[config.mk]
export PLATFORM = sky130hd
export DESIGN_NAME = instruction_fetch_stage_flat
export DESIGN_NICKNAME = d
export VERILOG_FILES = /design/src/rtl/instruction_fetch_stage_pkg.sv /design/src/rtl/instruction_fetch_stage_if.sv /design/src/rtl/instruction_fetch_stage_chk.sv /design/src/rtl/instruction_fetch_stage_fetch_pc_gen.sv /design/src/rtl/instruction_fetch_stage.sv /design/src/flat_wrapper.sv
export SDC_FILE = /design/constraint.sdc
export NUM_CORES = 1
export LEC_CHECK = 0
export ABC_AREA = 1
export CORE_ASPECT_RATIO = 0.8
export CORE_MARGIN = 4
export CORE_UTILIZATION = 40
export DETAILED_ROUTE_END_ITERATION = 10
export PLACE_DENSITY = 0.79
export SLEW_MARGIN = 20
export SYNTH_ARGS = -nofsm -noshare
export SYNTH_HDL_FRONTEND = slang
export SYNTH_SLANG_ARGS = --single-unit
[constraint.sdc]
create_clock -name clk -period 5.2 [get_ports clk]
set_clock_uncertainty 0.1 [all_clocks]
set_input_delay 0.78 -clock clk [delete_from_list [all_inputs] [get_ports clk]]
set_output_delay 0.78 -clock clk [all_outputs]
set_load 0.02 [all_outputs]
[src/rtl/instruction_fetch_stage_pkg.sv]
// Shared fetch-stage types and constants.
//   instruction_t  : 32-bit instruction word passed from IF to ID
//   fetch_state_t  : IF request/response sequencer states
//   NOP_INSTR      : bubble word (addi x0,x0,0), also used by decode/hazard logic
//   PC_STEP        : sequential fetch increment
//   align_word()   : clears the byte-offset bits of an address
package instruction_fetch_stage_pkg;

  typedef logic [31:0] instruction_t;

  typedef enum logic [1:0] {
    REQ     = 2'd0,
    WAIT    = 2'd1,
    HOLD    = 2'd2,
    DISCARD = 2'd3
  } fetch_state_t;

  localparam instruction_t NOP_INSTR = 32'h0000_0013;
  localparam logic [31:0]  PC_STEP   = 32'd4;

  // Instruction fetch is word addressed; bits [1:0] are always forced to zero.
  function automatic logic [31:0] align_word(input logic [31:0] addr);
    return addr & 32'hFFFF_FFFC;
  endfunction

endpackage

[src/rtl/instruction_fetch_stage_if.sv]
// Instruction-memory bus: valid/ready request channel plus a valid-only
// response channel (exactly one response per accepted request).
//   req_valid  : request valid            (master -> slave)
//   req_addr   : request word address     (master -> slave)
//   req_ready  : slave accepts request    (slave -> master)
//   resp_valid : response data valid      (slave -> master)
//   resp_data  : fetched word             (slave -> master)
interface instruction_fetch_stage_if;

  logic        req_valid;
  logic [31:0] req_addr;
  logic        req_ready;
  logic        resp_valid;
  logic [31:0] resp_data;

  modport master (
    output req_valid, req_addr,
    input  req_ready, resp_valid, resp_data
  );

  modport slave (
    input  req_valid, req_addr,
    output req_ready, resp_valid, resp_data
  );

endinterface

[src/rtl/instruction_fetch_stage_chk.sv]
// Bus protocol checker for the instruction-memory interface (simulation only).
//   clk, rst      : clock and fetch-stage reset
//   req_valid     : request valid
//   req_ready     : request accepted
//   resp_valid    : response valid
//   req_addr_lsb  : low two bits of the request address
// A response is legal only while a request is outstanding. The outstanding
// flag deliberately ignores rst: memory still answers a request accepted just
// before a fetch-stage reset, and that late response must not be flagged.
module instruction_fetch_stage_chk (
  input logic       clk,
  input logic       rst,
  input logic       req_valid,
  input logic       req_ready,
  input logic       resp_valid,
  input logic [1:0] req_addr_lsb
);

  logic pending_r;

  // Track whether memory owes a response (set on handshake, cleared on response).
  always_ff @(posedge clk) begin
    if (req_valid && req_ready) begin
      pending_r <= 1'b1;
    end else if (resp_valid) begin
      pending_r <= 1'b0;
    end else begin
      pending_r <= pending_r;
    end
  end

  a_resp_has_req: assert property (@(posedge clk) resp_valid |-> pending_r)
    else $error("instruction_fetch_stage_chk: response without outstanding request");

  a_addr_aligned: assert property (@(posedge clk) disable iff (rst)
    req_valid |-> (req_addr_lsb == 2'b00))
    else $error("instruction_fetch_stage_chk: unaligned fetch address");

endmodule

[src/rtl/instruction_fetch_stage_fetch_pc_gen.sv]
// Fetch PC register with its next-PC mux.
//   clk, rst  : clock, asynchronous active-high reset (loads RESET_PC)
//   advance   : step to the next sequential word (+4, modulo 2^32)
//   redirect  : load the word-aligned target (wins over advance)
//   target    : redirect address, low two bits ignored
//   fetch_pc  : current fetch address
module fetch_pc_gen
  import instruction_fetch_stage_pkg::*;
#(
  parameter logic [31:0] RESET_PC = 32'h0000_0000
) (
  input  logic        clk,
  input  logic        rst,
  input  logic        advance,
  input  logic        redirect,
  input  logic [31:0] target,
  output logic [31:0] fetch_pc
);

  logic [31:0] fetch_pc_r;
  logic [31:0] next_pc_s;

  // Next-PC selection: redirect > sequential advance > hold.
  always_comb begin
    next_pc_s = fetch_pc_r;
    if (redirect) begin
      next_pc_s = align_word(target);
    end else if (advance) begin
      next_pc_s = fetch_pc_r + PC_STEP;
    end else begin
      next_pc_s = fetch_pc_r;
    end
  end

  // Fetch PC register.
  always_ff @(posedge clk or posedge rst) begin
    if (rst) begin
      fetch_pc_r <= RESET_PC;
    end else begin
      fetch_pc_r <= next_pc_s;
    end
  end

  assign fetch_pc = fetch_pc_r;

endmodule

[src/rtl/instruction_fetch_stage.sv]
// IF pipeline stage: owns the fetch PC, keeps one instruction-memory request
// in flight, and registers the fetched word and its PC into the IF/ID outputs.
//   clk, rst       : clock, asynchronous active-high reset
//   stall          : hold IF/ID outputs and fetch PC
//   flush          : squash IF/ID outputs to a bubble
//   branch_taken   : redirect fetch to branch_target (implies flush)
//   branch_target  : redirect address, bits [1:0] ignored
//   imem           : instruction-memory bus (master side)
//   instruction    : fetched word, NOP_INSTR when not valid
//   pc             : PC of instruction
//   instr_valid    : instruction/pc hold a real instruction
module instruction_fetch_stage #(
  parameter logic [31:0] RESET_PC  = 32'h0000_0000,
  parameter logic [31:0] NOP_INSTR = instruction_fetch_stage_pkg::NOP_INSTR
) (
  input  logic                                     clk,
  input  logic                                     rst,
  input  logic                                     stall,
  input  logic                                     flush,
  input  logic                                     branch_taken,
  input  logic [31:0]                              branch_target,
  instruction_fetch_stage_if.master                imem,
  output instruction_fetch_stage_pkg::instruction_t instruction,
  output logic [31:0]                              pc,
  output logic                                     instr_valid
);

  import instruction_fetch_stage_pkg::*;

  fetch_state_t state_r;
  instruction_t skid_data_r;
  instruction_t instruction_r;
  logic [31:0]  pc_r;
  logic         instr_valid_r;

  logic [31:0]  fetch_pc_s;
  logic         handshake_s;
  logic         resp_in_wait_s;
  logic         deliver_s;
  logic         advance_s;

  // Handshake and delivery qualifiers shared by the FSM and the PC generator.
  always_comb begin
    handshake_s    = (state_r == REQ) && imem.req_ready;
    resp_in_wait_s = (state_r == WAIT) && imem.resp_valid;
    deliver_s      = !stall && (resp_in_wait_s || (state_r == HOLD));
    // A flush alone still consumes the word (PC advances); only a redirect cancels it.
    advance_s      = deliver_s && !branch_taken;
  end

  assign imem.req_valid = (state_r == REQ);
  assign imem.req_addr  = fetch_pc_s;

  fetch_pc_gen #(
    .RESET_PC (RESET_PC)
  ) u_fetch_pc_gen (
    .clk      (clk),
    .rst      (rst),
    .advance  (advance_s),
    .redirect (branch_taken),
    .target   (branch_target),
    .fetch_pc (fetch_pc_s)
  );

  // Fetch sequencer, skid buffer and IF/ID output registers.
  always_ff @(posedge clk or posedge rst) begin
    if (rst) begin
      state_r       <= REQ;
      skid_data_r   <= NOP_INSTR;
      instruction_r <= NOP_INSTR;
      pc_r          <= 32'h0000_0000;
      instr_valid_r <= 1'b0;
    end else begin
      case (state_r)
        REQ: begin
          // A request accepted in the redirect cycle targets the old PC; its response is discarded.
          if (handshake_s) begin
            state_r <= branch_taken ? DISCARD : WAIT;
          end else begin
            state_r <= REQ;
          end
        end
        WAIT: begin
          if (imem.resp_valid) begin
            if (branch_taken) begin
              state_r <= REQ;
            end else if (stall) begin
              state_r     <= HOLD;
              skid_data_r <= imem.resp_data;
            end else begin
              state_r <= REQ;
            end
          end else begin
            state_r <= branch_taken ? DISCARD : WAIT;
          end
        end
        HOLD: begin
          if (branch_taken || !stall) begin
            state_r <= REQ;
          end else begin
            state_r <= HOLD;
          end
        end
        DISCARD: begin
          state_r <= imem.resp_valid ? REQ : DISCARD;
        end
        default: begin
          state_r <= REQ;
        end
      endcase

      if (branch_taken || flush) begin
        instruction_r <= NOP_INSTR;
        instr_valid_r <= 1'b0;
      end else if (stall) begin
        instruction_r <= instruction_r;
        pc_r          <= pc_r;
        instr_valid_r <= instr_valid_r;
      end else if (resp_in_wait_s) begin
        instruction_r <= imem.resp_data;
        pc_r          <= fetch_pc_s;
        instr_valid_r <= 1'b1;
      end else if (state_r == HOLD) begin
        instruction_r <= skid_data_r;
        pc_r          <= fetch_pc_s;
        instr_valid_r <= 1'b1;
      end else begin
        instruction_r <= NOP_INSTR;
        instr_valid_r <= 1'b0;
      end
    end
  end

  assign instruction = instruction_r;
  assign pc          = pc_r;
  assign instr_valid = instr_valid_r;

  instruction_fetch_stage_chk u_chk (
    .clk          (clk),
    .rst          (rst),
    .req_valid    (imem.req_valid),
    .req_ready    (imem.req_ready),
    .resp_valid   (imem.resp_valid),
    .req_addr_lsb (imem.req_addr[1:0])
  );

endmodule

[src/flat_wrapper.sv]
// flat-port wrapper written by rule: the top's interface ports become plain ports
module instruction_fetch_stage_flat import instruction_fetch_stage_pkg::*;
#(
  parameter logic [31:0] RESET_PC  = 32'h0000_0000,
  parameter logic [31:0] NOP_INSTR = instruction_fetch_stage_pkg::NOP_INSTR
)
  (clk, rst, stall, flush, branch_taken, branch_target, instruction, pc, instr_valid, imem_req_valid, imem_req_addr, imem_req_ready, imem_resp_valid, imem_resp_data);
  instruction_fetch_stage_if imem_i ();
  input  logic clk;
  input  logic rst;
  input  logic stall;
  input  logic flush;
  input  logic branch_taken;
  input  logic [31:0] branch_target;
  output instruction_fetch_stage_pkg::instruction_t instruction;
  output logic [31:0] pc;
  output logic instr_valid;
  output wire logic [$bits(imem_i.req_valid)-1:0] imem_req_valid;
  output wire logic [$bits(imem_i.req_addr)-1:0] imem_req_addr;
  input wire logic [$bits(imem_i.req_ready)-1:0] imem_req_ready;
  input wire logic [$bits(imem_i.resp_valid)-1:0] imem_resp_valid;
  input wire logic [$bits(imem_i.resp_data)-1:0] imem_resp_data;
  assign imem_req_valid = imem_i.req_valid;
  assign imem_req_addr = imem_i.req_addr;
  assign imem_i.req_ready = imem_req_ready;
  assign imem_i.resp_valid = imem_resp_valid;
  assign imem_i.resp_data = imem_resp_data;
  instruction_fetch_stage #(.RESET_PC(RESET_PC), .NOP_INSTR(NOP_INSTR)) u_core (.clk(clk), .rst(rst), .stall(stall), .flush(flush), .branch_taken(branch_taken), .branch_target(branch_target), .imem(imem_i), .instruction(instruction), .pc(pc), .instr_valid(instr_valid));
endmodule
# ---- Yosys cells after proc, flatten, opt, wreduce, memory -nomap -nowiden
# Cells that the tools add are included.
dict set report word_totals {
  regBits 131
  inputBits 71
  out_inout_bits 98
  wordCells 48
}
dict set report classes {
  add_sub_neg 1
  eq_ne 4
  muxes 20
  bitwise 3
  n_reduce_logical 14
}
# op count
set ops {}
lappend ops {{two-way mux 32 bit} 8}
lappend ops {{adder 32 x 3 -> 32 bit, second input constant} 1}
lappend ops {{two-way mux 2 bit} 7}
lappend ops {{case mux 2 bit (4 select lines)} 1}
lappend ops {{== test 2 bit, second input constant} 2}
lappend ops {{logical AND 1 bit} 4}
lappend ops {{two-way mux 1 bit} 4}
lappend ops {{AND reduction 4 bit} 1}
lappend ops {{nonzero test 2 bit} 2}
lappend ops {{logical OR 1 bit} 3}
lappend ops {{NOT 1 bit} 3}
lappend ops {{AND reduction 3 bit} 1}
lappend ops {{== test 2 x 1 -> 1 bit, second input constant} 1}
lappend ops {{zero test 1 bit} 2}
lappend ops {{zero test 2 bit} 1}
lappend ops {{!= test 2 x 1 -> 1 bit, second input constant} 1}

# ---- Longest topological paths before layout
# Gate-level depths: netlist (run 1).
dict set report logic_depth {
  word_depth 7
  depth_mapped 10
  ltp_nobuf 10
}

# ---- Hierarchy
# A second synthesis (run 1) with hierarchy kept.
dict set report hier_totals {
  cells_unflattened 829
  hier_area_um2 6495.0
}
# mod n_inst cells_per_inst area_each_um2 seq_area_each_um2
set by_module_without_submodules {}
lappend by_module_without_submodules {instruction_fetch_stage 1 522 4370.4 2484.9}
lappend by_module_without_submodules {fetch_pc_gen 1 307 2124.5 750.7}

# ---- Least setup slack after synthesis (run 1)
# OpenSTA, ideal clock, no wires.
dict set report synth_path {
  path_type {input-to-reg}
  start {in branch_taken}
  end {reg u_core.skid_data_r[0]}
  setup_ns 0.082
  arrival_time_ns 1.716
  required_time_ns 5.018
  setup_slack_ns 3.302
  stages 6
  n_path_buf 2
  path_cell_list {buf_2 -> inv_4 -> nand2_1 -> nor2_1 -> buf_4 -> mux2_2}
}
dict set report synth_via {
  elab_chain_len 2
}
# element line
set synth_rtl {}
lappend synth_rtl {{start, declared} flat_wrapper.sv:13} ;# input logic branch_taken;
lappend synth_rtl {{NOT 1 bit (no source line)} n/a}
lappend synth_rtl {{AND reduction 4 bit (no source line)} n/a}
lappend synth_rtl {{end signal, assigned} instruction_fetch_stage.sv:89} ;# skid_data_r <= imem.resp_data;
lappend synth_rtl {{end, declared} instruction_fetch_stage.sv:31} ;# instruction_t skid_data_r;
# No other way between the ends.
# A chain may end at the register's enable or synchronous reset.

# ---- Final worst setup path (run 1)
dict set report layout_path {
  start {reg u_core.state_r[0]}
  end {reg u_core.u_fetch_pc_gen.fetch_pc_r[6] (netlist: u_core.u_fetch_pc_gen.fetch_pc[6])}
}
dict set report layout_via {
  elab_chain_len 6
  elab_cells_between_ends 7
  classes_between {2 x eq/ne; 5 x reduce/logical}
}
# element line
set layout_rtl {}
lappend layout_rtl {{start, declared} instruction_fetch_stage.sv:30} ;# fetch_state_t state_r;
lappend layout_rtl {{start signal, assigned} instruction_fetch_stage.sv:78} ;# state_r <= branch_taken ? DISCARD : WAIT;
lappend layout_rtl {{start signal, assigned} instruction_fetch_stage.sv:94} ;# state_r <= branch_taken ? DISCARD : WAIT;
lappend layout_rtl {{start signal, assigned} instruction_fetch_stage.sv:105} ;# state_r <= imem.resp_valid ? REQ : DISCARD;
lappend layout_rtl {{== test 2 x 1 -> 1 bit} instruction_fetch_stage.sv:45} ;# resp_in_wait_s = (state_r == WAIT) && imem.resp_valid;
lappend layout_rtl {{logical AND 1 bit} instruction_fetch_stage.sv:45}
lappend layout_rtl {{logical OR 1 bit (*)} instruction_fetch_stage.sv:46} ;# deliver_s = !stall && (resp_in_wait_s || (state_r == HOLD));
lappend layout_rtl {{logical AND 1 bit (*)} instruction_fetch_stage.sv:46}
lappend layout_rtl {{logical AND 1 bit (*)} instruction_fetch_stage.sv:48} ;# advance_s = deliver_s && !branch_taken;
lappend layout_rtl {{nonzero test 2 bit (no source line) (*)} n/a}
lappend layout_rtl {{end signal, assigned} instruction_fetch_stage_fetch_pc_gen.sv:40} ;# fetch_pc_r <= next_pc_s;
lappend layout_rtl {{end, declared} instruction_fetch_stage_fetch_pc_gen.sv:20} ;# logic [31:0] fetch_pc_r;
# Every way passes the cells marked *; elsewhere a longest branch is shown, timed or not.

==> run metrics, run 1 <==
outcome=finished, final reports clean; # hold bufs at CTS=0; grt ovf=0; H-tree depth=4; Worst-path clk slew=~0.050 ns; remaining antenna violation count=0; Die Wd=148 µm; Setup WS pre-CTS=approximately 1.7 ns; slowest stage delay, CP=0.83 ns; Die Y=120 µm; Area after DPL=between 8000 and 9000 µm²; worst endpoint data arrival time=3.31 ns; CP startpoint kind=flop; clock buffer depth=2; Final Hold Viols=0; WL final=roughly 18000 µm; cell row count=40; TritonRoute pass-1 iters=6; crit path cell chain=inv_1 -> nand2_1 -> nand2_2 -> nand2_2 -> nor2_1 -> inv_1 -> o211ai_1; CP delay by family, top=simple AND/OR/NAND/NOR gates; largest cells by area after synthesis=dfrtp_1, nand2_1, o21ai_0; async set-reset flop share out of synthesis=1.00; DRC violations left=0; Total Routing Usage GR=0.206; Area Growth Syn to Fin=36.5%; Final Max Slew Viols=0; largest area contributor in the netlist=dfrtp_1; die area=~18000 µm²; vias in the first global route=between 5000 and 6000; via count=just under 6000; TritonCTS buffer count=17; fin nets=1029; Initial Util=0.412; Placed Instances=1148; Root Buffer=clkbuf_16; CORE AREA=roughly 15000 µm²; Final Util=0.563; pwr/cell area=between 400 and 500 nW/µm²; Worst Tran Pin Value=1.06 ns; first-pass GRT wire length=between 20000 and 30000 µm; fill count=between 1000 and 1500; max_slew headroom=0.290; postcts setup bufs=0; count leader, synth=nand2_1; Total Power=~3.9 mW; Worst setup EP type=flop; I/O Pins=169; peak fanout along the critical path=30; fin crit period=3.09 ns; final worst path period share=0.595; setup TNS=0 ns; initial antenna violation count=0; share of cells above drive strength 1=0.0702; CP required=roughly 5.4 ns; Finish-stage setup viols=0; Post-synth EDFFs=0; peak supply drop=268 µV; worst min path class=reg -> reg; sequential fraction of the synthesis area=0.508; Synth Flop Type=dfrtp_1; syn avg cell area=7.77 µm²; slowest CP cell=nor2_1; Post-synth top cells=nand2_1, dfrtp_1, o21ai_0; CTS Sinks=about 130; Synth warnings=0; CTS tree=done; Antenna diodes=0; Via density=around 5.0; HPWL Detailed=approximately 13000 µm; largest net degree at the start of global routing=74; Finished Layout Cells=roughly 1200; final worst setup slack=2.11 ns; clk_lat worst skew=roughly 0.41 ns; area of the multi-input gates=2600 µm²; Register Area=3190 µm²; drt wl/cell=15.5 µm; Leak=3.98 nW; Buf/Inv on CP=2; Hold WS=about 0.37 ns; final instance area=8570 µm²; Initial DRC Count=455; synth unique cells=35; Gate Count Post-Synth=around 810; Final GP Congestion=between 0.8 and 0.9; maximum clock rate=about 320 MHz; Yosys top cell area share=0.482; Post-CTS Resized=0; Yosys reg bits=127; critical path type=reg -> reg; Post-Syn Area=between 6000 and 7000 µm²; maxcap violations=0; unrepaired setup endpoints after global routing=false; PortBufs=162
## worst register-to-register path: cells and delay by family, from the launching register on
family / cells / cell delay (ns)
AO/OA/AOI/OAI: 1 / 0.25
buffers and inverters: 2 / 0.39
flip-flops: 1 / 0.40
AND/OR/NAND/NOR: 4 / 1.86
## path summary, 6_finish.rpt
path	cells after the start	slack, ns	endpoint	startpoint
max in group asynchronous	3	3.39	u_core.instruction[24]$_DFFE_PP0P_	rst
worst min-delay path	2	0.37	u_core.pc[21]$_DFFE_PP0P_	u_core.pc[21]$_DFFE_PP0P_
min in group asynchronous	2	0.74	u_core.instruction[6]$_DFFE_PP0P_	rst
worst max-delay path	7	2.11	u_core.u_fetch_pc_gen.fetch_pc[6]$_DFFE_PP0P_	u_core.state_r[0]$_DFF_PP0_
worst max register to register	7	2.11	u_core.u_fetch_pc_gen.fetch_pc[6]$_DFFE_PP0P_	u_core.state_r[0]$_DFF_PP0_
worst min register to register	2	0.37	u_core.pc[21]$_DFFE_PP0P_	u_core.pc[21]$_DFFE_PP0P_
## layout make-up
type,instances,share of cell area
multi-input combinational,565,0.303
tap,210,0.0307
clock inverter,6,0.00701
sequential,127,0.372
inverter,78,0.0348
timing repair buffer,168,0.196
clock buffer,24,0.0562
## placed cells by master (no fill, tap or decap), drive strengths merged
master and count:
nand2 294, clkdlybuf4s50 162, dfrtp 121, o21ai 88, inv 77, nand3 71, nor2 62, clkbuf 24
o22ai 11, o211ai 6, a21oi 6, dfstp 6, buf 6, a31oi 5, xor2 4, conb 4
clkinv 4, nor3 3, xnor2 3, nand4 2, o21bai 2, clkinvlp 2, mux2 1, o221ai 1
and2 1, ha 1, bufinv 1
## registers in the layout (all words and copies together) (netlist names)
signal and count:
u_core.instruction 32, u_core.u_fetch_pc_gen.fetch_pc 30, u_core.pc 30, u_core.instr_valid 1, u_core.state_r 2, u_core.skid_data_r 32
## power by group
part,leakage (nW),total [mW],internal [mW],switching [mW]
registers,1.59,1.49,1.30,0.186
clock network,0.262,1.10,0.687,0.415
logic,2.13,1.32,0.560,0.759
## metal layers
layer / share of wire / wire length, µm / vias up / GRT usage
li1: - / - / 2860 / -
met1: 0.48 / 8690 / 2808 / 0.300
met2: 0.44 / 8030 / 218 / 0.300
met3: 0.070 / 1270 / 20 / 0.0547
met4: 0.016 / 285 / 0 / 0.0629
met5: 0 / 0 / - / 0
## logic make-up (layout without fill, tap and decap cells)
group           Yosys count  in the layout  share of synthesized area
fa+ha+maj                 1              1                    0.00199
xor+xnor                  7              7                    0.00977
buf+inv                 119            276                     0.0815
compound gates          119            119                      0.102
other cells               1              4                   0.000598
flops                   127            127                      0.508
mux                       1              1                    0.00179
simple gates            433            433                      0.295
Power figures use the tool's default switching activity.
==> run 2, diff against run 1 <==
--- a/config.mk
+++ b/config.mk
@@ -10,7 +10,7 @@
 export CORE_MARGIN = 4
 export CORE_UTILIZATION = 40
 export DETAILED_ROUTE_END_ITERATION = 10
-export PLACE_DENSITY = 0.79
+export PLACE_DENSITY = 0.82
 export SLEW_MARGIN = 20
 export SYNTH_ARGS = -nofsm -noshare
 export SYNTH_HDL_FRONTEND = slang
==> constraint.sdc (replaced) <==
create_clock -name clk -period 2.8 [get_ports clk]
set_clock_uncertainty 0.1 [all_clocks]
set_input_delay 0.42 -clock clk [delete_from_list [all_inputs] [get_ports clk]]
set_output_delay 0.42 -clock clk [all_outputs]
set_load 0.02 [all_outputs]
==> run 2 against run 1 <==
Compared with the run above:
- first-iteration DRC count rose by 2.4%
- worst setup slack worse by 1.4 ns
- via count down 1.6%
- final area increased by 0.92%
- cell count rose by 0.42%
- register-to-register slack lost 1.2 ns
- clock-buffer cell count decreased by 2
- critical path depth fell by 5
- combinational power increased by 85%
- global-route usage is 0.26 points lower
- wire length down 2.1%
- power is 88% higher
- largest cell class unchanged
- largest power group unchanged
- highest routed layer unchanged
==> run metrics, run 2 (synthesis gave the netlist of run 1 again) <==
outcome=finished, final reports clean; clk_lat worst skew=about 0.41 ns; Critical Path End=imem_req_valid; vias in the first global route=5668; Final GP Congestion=0.949; internal power=just under 5 mW; maxcap violations=0; DRC violations left=0; Via density=4.91; CP required=between 2 and 2.5 ns; Worst Tran Pin Value=0.863 ns; HPWL Detailed=around 12000 µm; die area=17800 µm²; leading cell types in the layout, fill and taps excluded=nand2_1, clkdlybuf4s50_1, dfrtp_1; worst endpoint data arrival time=roughly 1.6 ns; Buf/Inv on CP=1; CTS Sinks=about 130; Area after DPL=approximately 8100 µm²; unrepaired setup endpoints after global routing=false; TritonCTS buffer count=17; slowest stage delay, CP=approximately 0.65 ns; WL final=around 18000 µm; Post-CTS Resized=0; first-pass GRT wire length=slightly below 30000 µm; worst min path class=reg -> reg; crit path cell chain=nor2_1 -> clkdlybuf4s50_1; initial antenna violation count=0; maximum clock rate=between 400 and 500 MHz; switch share=0.341; peak supply drop=around 490 µV; Total Routing Usage GR=0.204; fill count=between 1000 and 1500; Seq pwr share=0.378; peak fanout along the critical path=4; CP delay by family, top=buffers and inverters; final instance area=around 8600 µm²; postcts setup bufs=0; commonest non-fill, non-tap cell in the layout=nand2_1; TritonRoute pass-1 iters=5; remaining antenna violation count=0; Finish-stage setup viols=0; drt wl/cell=between 15 and 20 µm; R2R setup slack=roughly 0.86 ns; PortBufs=roughly 160; min-delay src=u_core.pc[21]$_DFFE_PP0P_; pwr/cell area=approximately 850 nW/µm²; Levels on crit path=2; final worst path period share=0.759; Initial Util=0.412; I/O Pins=between 150 and 200; # hold bufs at CTS=0; max_slew headroom=0.424; setup TNS=0 ns; CORE AREA=15200 µm²; Register-to-Register Path Depth=8; fin nets=1035; Die Y=~120 µm; clock buffer depth=2; Final Hold Viols=0; Area Growth Syn to Fin=37.8%; slowest CP cell=clkdlybuf4s50_1; Crit. Startpoint=u_core.state_r[1]$_DFF_PP0_; fin crit period=2.13 ns; Clock Power Share=0.289; Final Max Slew Viols=0; H-tree depth=4; critical path type=reg -> out; cell row count=40; CTS tree=done; combinational power share=0.333; Antenna diodes=0; Root Buffer=clkbuf_16; capturing point of the worst reg2reg path=u_core.u_fetch_pc_gen.fetch_pc[29]$_DFFE_PP0P_; CP startpoint kind=flop; Leak=approximately 4 nW; Reg-to-Reg Start=u_core.state_r[1]$_DFF_PP0_; largest net degree at the start of global routing=~130; share of cells above drive strength 1=0.0771; Initial DRC Count=466; grt ovf=0; Worst setup EP type=primary output; Die Wd=approximately 150 µm; Worst-path clk slew=about 0.050 ns; NetSw=about 2.5 mW; via count=between 5000 and 6000
-- run 2: tightest hold or removal path, delay by kind of cell, from the launching register on --
kind             cells  cell delay (ns)
DFF                  1             0.34
and+or+nand+nor      2             0.09
-- run 2: how the worst min path moves through the flow --
stage	end	slack [ns]	depth (start not counted)
5_1_grt	u_core.instruction[22]$_DFFE_PP0P_	0.39	2
4_1_cts	u_core.pc[21]$_DFFE_PP0P_	0.37	2
3_3_place_gp	u_core.pc[13]$_DFFE_PP0P_	0.36	2
2_1_floorplan	u_core.skid_data_r[1]$_DFFE_PP1P_	0.37	2
6_report	u_core.pc[21]$_DFFE_PP0P_	0.37	2
3_5_place_dp	u_core.pc[21]$_DFFE_PP0P_	0.36	2
-- run 2: metrics by stage --
| stage | cells | util | hold WS (ns) | power [mW] | worst slack, ns |
|---|---|---|---|---|---|
| finish | 1183 | 0.568 | 0.369 | 7.34 | 0.674 |
| global route | 1183 | 0.568 | 0.388 | 7.80 | 0.578 |
| CTS | 1183 | 0.568 | 0.374 | 7.42 | 0.639 |
| detailed placement | 1154 | 0.531 | 0.361 | 5.25 | 0.392 |
| global placement | 1154 | 0.531 | 0.358 | 5.18 | 0.440 |
| floorplan | 811 | - | 0.372 | 4.13 | 0.718 |
-- run 2: layout make-up --
class	instances	area, µm²	area share
timing repair buffer	174	1740	0.201
multi-input combinational	565	2600	0.301
tap	210	263	0.0304
sequential	127	3190	0.368
inverter	78	299	0.0346
clock buffer	22	474	0.0548
clock inverter	7	87.6	0.0101
-- run 2: routing by layer --
metal  up-vias  global-route usage  share of wire
met1      2739               0.294           0.49
met4         0              0.0433         0.0057
li1       2873                   -              -
met5         -                   0              0
met3        12              0.0653          0.068
met2       190               0.301           0.44
-- run 2: power by group through the flow --
stage               Clock, mW  Combinational [mW]  Sequential, mW
finish                   2.12                2.44            2.78
global route             2.25                2.69            2.85
detailed placement          0                2.45            2.79
floorplan                   0                1.00            3.13
global placement            0                2.41            2.77
CTS                      2.17                2.47            2.77
==> run 3, diff against run 2 <==
==> constraint.sdc (replaced) <==
create_clock -name clk -period 1.95 [get_ports clk]
set_clock_uncertainty 0.1 [all_clocks]
set_input_delay 0.2925 -clock clk [delete_from_list [all_inputs] [get_ports clk]]
set_output_delay 0.2925 -clock clk [all_outputs]
set_load 0.02 [all_outputs]
==> run 3 against run 2 <==
Compared with the run above:
- flip-flop and latch count is the same
- non-clock buffer count grew 16
- register-to-register slack lost 0.65 ns
- global-route usage grew 0.66 points
- final area grew 3.3%
- clock-buffer cell count shrank 1
- die area is the same
- sequential power grew 43%
- critical path depth shrank 1
- first-iteration DRC count grew 0.21%
- worst hold slack lost 0.23 ns
- cell count grew 1.6%
- critical path type unchanged
- critical endpoint is now imem_req_addr[12]
- largest cell class unchanged
- highest routed layer unchanged
==> run metrics, run 3 (synthesis gave the netlist of run 1 again) <==
TritonCTS buffer count=17; postcts setup bufs=0; via count=about 6000; R2R setup slack=around 0.21 ns; largest net degree at the start of global routing=55; slowest CP cell=clkdlybuf4s50_1; Antenna diodes=0; crit path cell chain=clkdlybuf4s50_1; peak fanout along the critical path=6; Total Routing Usage GR=0.210; Leak=between 4 and 5 nW; worst min path class=in -> async; fin nets=1051; combinational power share=0.337; final worst path period share=0.975; # hold bufs at CTS=0; fin crit period=~1.9 ns; switch share=0.342; maximum clock rate=about 530 MHz; slowest stage delay, CP=0.65 ns; CP required=approximately 1.6 ns; Die Y=~120 µm; CP startpoint kind=flop; PortBufs=about 160; peak supply drop=about 700 µV; Area Growth Syn to Fin=42.3%; unrepaired setup endpoints after global routing=false; Finish-stage setup viols=0; clock buffer depth=2; Worst-path clk slew=around 0.06 ns; fill count=about 1400; H-tree depth=4; outcome=finished, final reports clean; Buf/Inv on CP=1; Worst setup EP type=primary output; vias in the first global route=around 5900; WL final=~18000 µm; CP delay by family, top=buffers and inverters; drt wl/cell=about 15 µm; pwr/cell area=~1200 nW/µm²; Final GP Congestion=between 0.9 and 1; Final Max Slew Viols=0; Reg-to-Reg Start=u_core.u_fetch_pc_gen.fetch_pc[2]$_DFFE_PP0P_; CORE AREA=15200 µm²; Root Buffer=clkbuf_16; first-pass GRT wire length=29900 µm; Hold WS=0.140 ns; Die Wd=around 150 µm; Register Area=3190 µm²; cell row count=40; worst endpoint data arrival time=approximately 1.5 ns; commonest non-fill, non-tap cell in the layout=nand2_1; Initial Util=0.412; internal power=7.03 mW; CTS Sinks=approximately 130; Finished Layout Cells=roughly 1200; Initial DRC Count=467; Clock Power Share=0.291; HPWL Detailed=between 10000 and 15000 µm; die area=17800 µm²; setup TNS=0 ns; maxcap violations=0; Final Hold Viols=0; TritonRoute pass-1 iters=5; Seq pwr share=0.372; Via density=around 5.0; CTS tree=done; leading cell types in the layout, fill and taps excluded=nand2_1, clkdlybuf4s50_1, dfrtp_1; I/O Pins=169; DRC violations left=0; Placed Instances=~1200; Register-to-Register Path Depth=9; clk_lat worst skew=approximately 0.42 ns; grt ovf=0; capturing point of the worst reg2reg path=u_core.u_fetch_pc_gen.fetch_pc[31]$_DFFE_PP0P_; initial antenna violation count=0; share of cells above drive strength 1=0.0978; remaining antenna violation count=0; critical path type=reg -> out; NetSw=3.66 mW; area of the multi-input gates=approximately 2600 µm²
-- run 3: cell count changes in the layout (fill, tap and decap cells not counted), moves of 5 or more --
| cell | before | now |
|---|---|---|
| buf_12 | 2 | 11 |
| clkdlybuf4s50_1 | 162 | 144 |
| buf_4 | 10 | 17 |
| dlygate4sd2_1 | 0 | 5 |
| dlymetal6s2s_1 | 0 | 13 |
-- run 3: what timing repair did --
| action | in CTS | in global routing |
|---|---|---|
| pin swaps | 0 | 0 |
| gates resized for setup | 7 | 13 |
| endpoints found under the setup margin | 7 | 13 |
| gates cloned | 0 | 0 |
-- run 3: how the worst max path moves through the flow --
stage,startpoint,to,cells past startpoint
after floorplan,rst,u_core.instr_valid$_DFFE_PP0P_,1
after CTS,u_core.instruction[4]$_DFFE_PP1P_,instruction[4],1
final,u_core.u_fetch_pc_gen.fetch_pc[12]$_DFFE_PP0P_,imem_req_addr[12],1
after detailed placement,imem_resp_valid,u_core.u_fetch_pc_gen.fetch_pc[11]$_DFFE_PP0P_,8
after global placement,imem_resp_valid,u_core.u_fetch_pc_gen.fetch_pc[14]$_DFFE_PP0P_,8
after global routing,u_core.u_fetch_pc_gen.fetch_pc[19]$_DFFE_PP0P_,imem_req_addr[19],1
-- run 3: power groups by stage --
stage	clock network, mW	logic (mW)	registers, mW
6_report	3.12	3.60	3.98
5_1_grt	3.31	3.99	4.09
4_1_cts	3.17	3.64	3.98
3_5_place_dp	0	3.65	4.00
3_3_place_gp	0	3.56	3.98
2_1_floorplan	0	1.44	4.50
-- run 3: layout make-up --
cell class,count,share of cell area
well taps,210,0.0294
flip-flops and latches,127,0.357
multi-input cells,565,0.291
clock buffers,21,0.0527
inverters,78,0.0335
repair buffers,190,0.223
clock inverters,11,0.0128
-- run 3: per-layer routing --
layer / up-vias / global-route usage / share of wire / wire length [µm]
met5: - / 0 / 0 / 0
met4: 0 / 0.0664 / 0.014 / 245
met2: 241 / 0.303 / 0.44 / 7940
li1: 2907 / - / - / -
met1: 2856 / 0.307 / 0.47 / 8390
met3: 25 / 0.0578 / 0.079 / 1430
-- run 3: metrics by stage --
stage | area, µm² | worst slack [ns] | total power [mW] | utilization
2_1_floorplan | 6290 | -0.00486 | 5.94 | -
3_3_place_gp | 8320 | 0.0438 | 7.55 | 0.547
3_5_place_dp | 8320 | 0.0115 | 7.65 | 0.547
4_1_cts | 8900 | 0.00561 | 10.8 | 0.585
5_1_grt | 8930 | 0.00332 | 11.4 | 0.587
6_report | 8930 | 0.0489 | 10.7 | 0.587
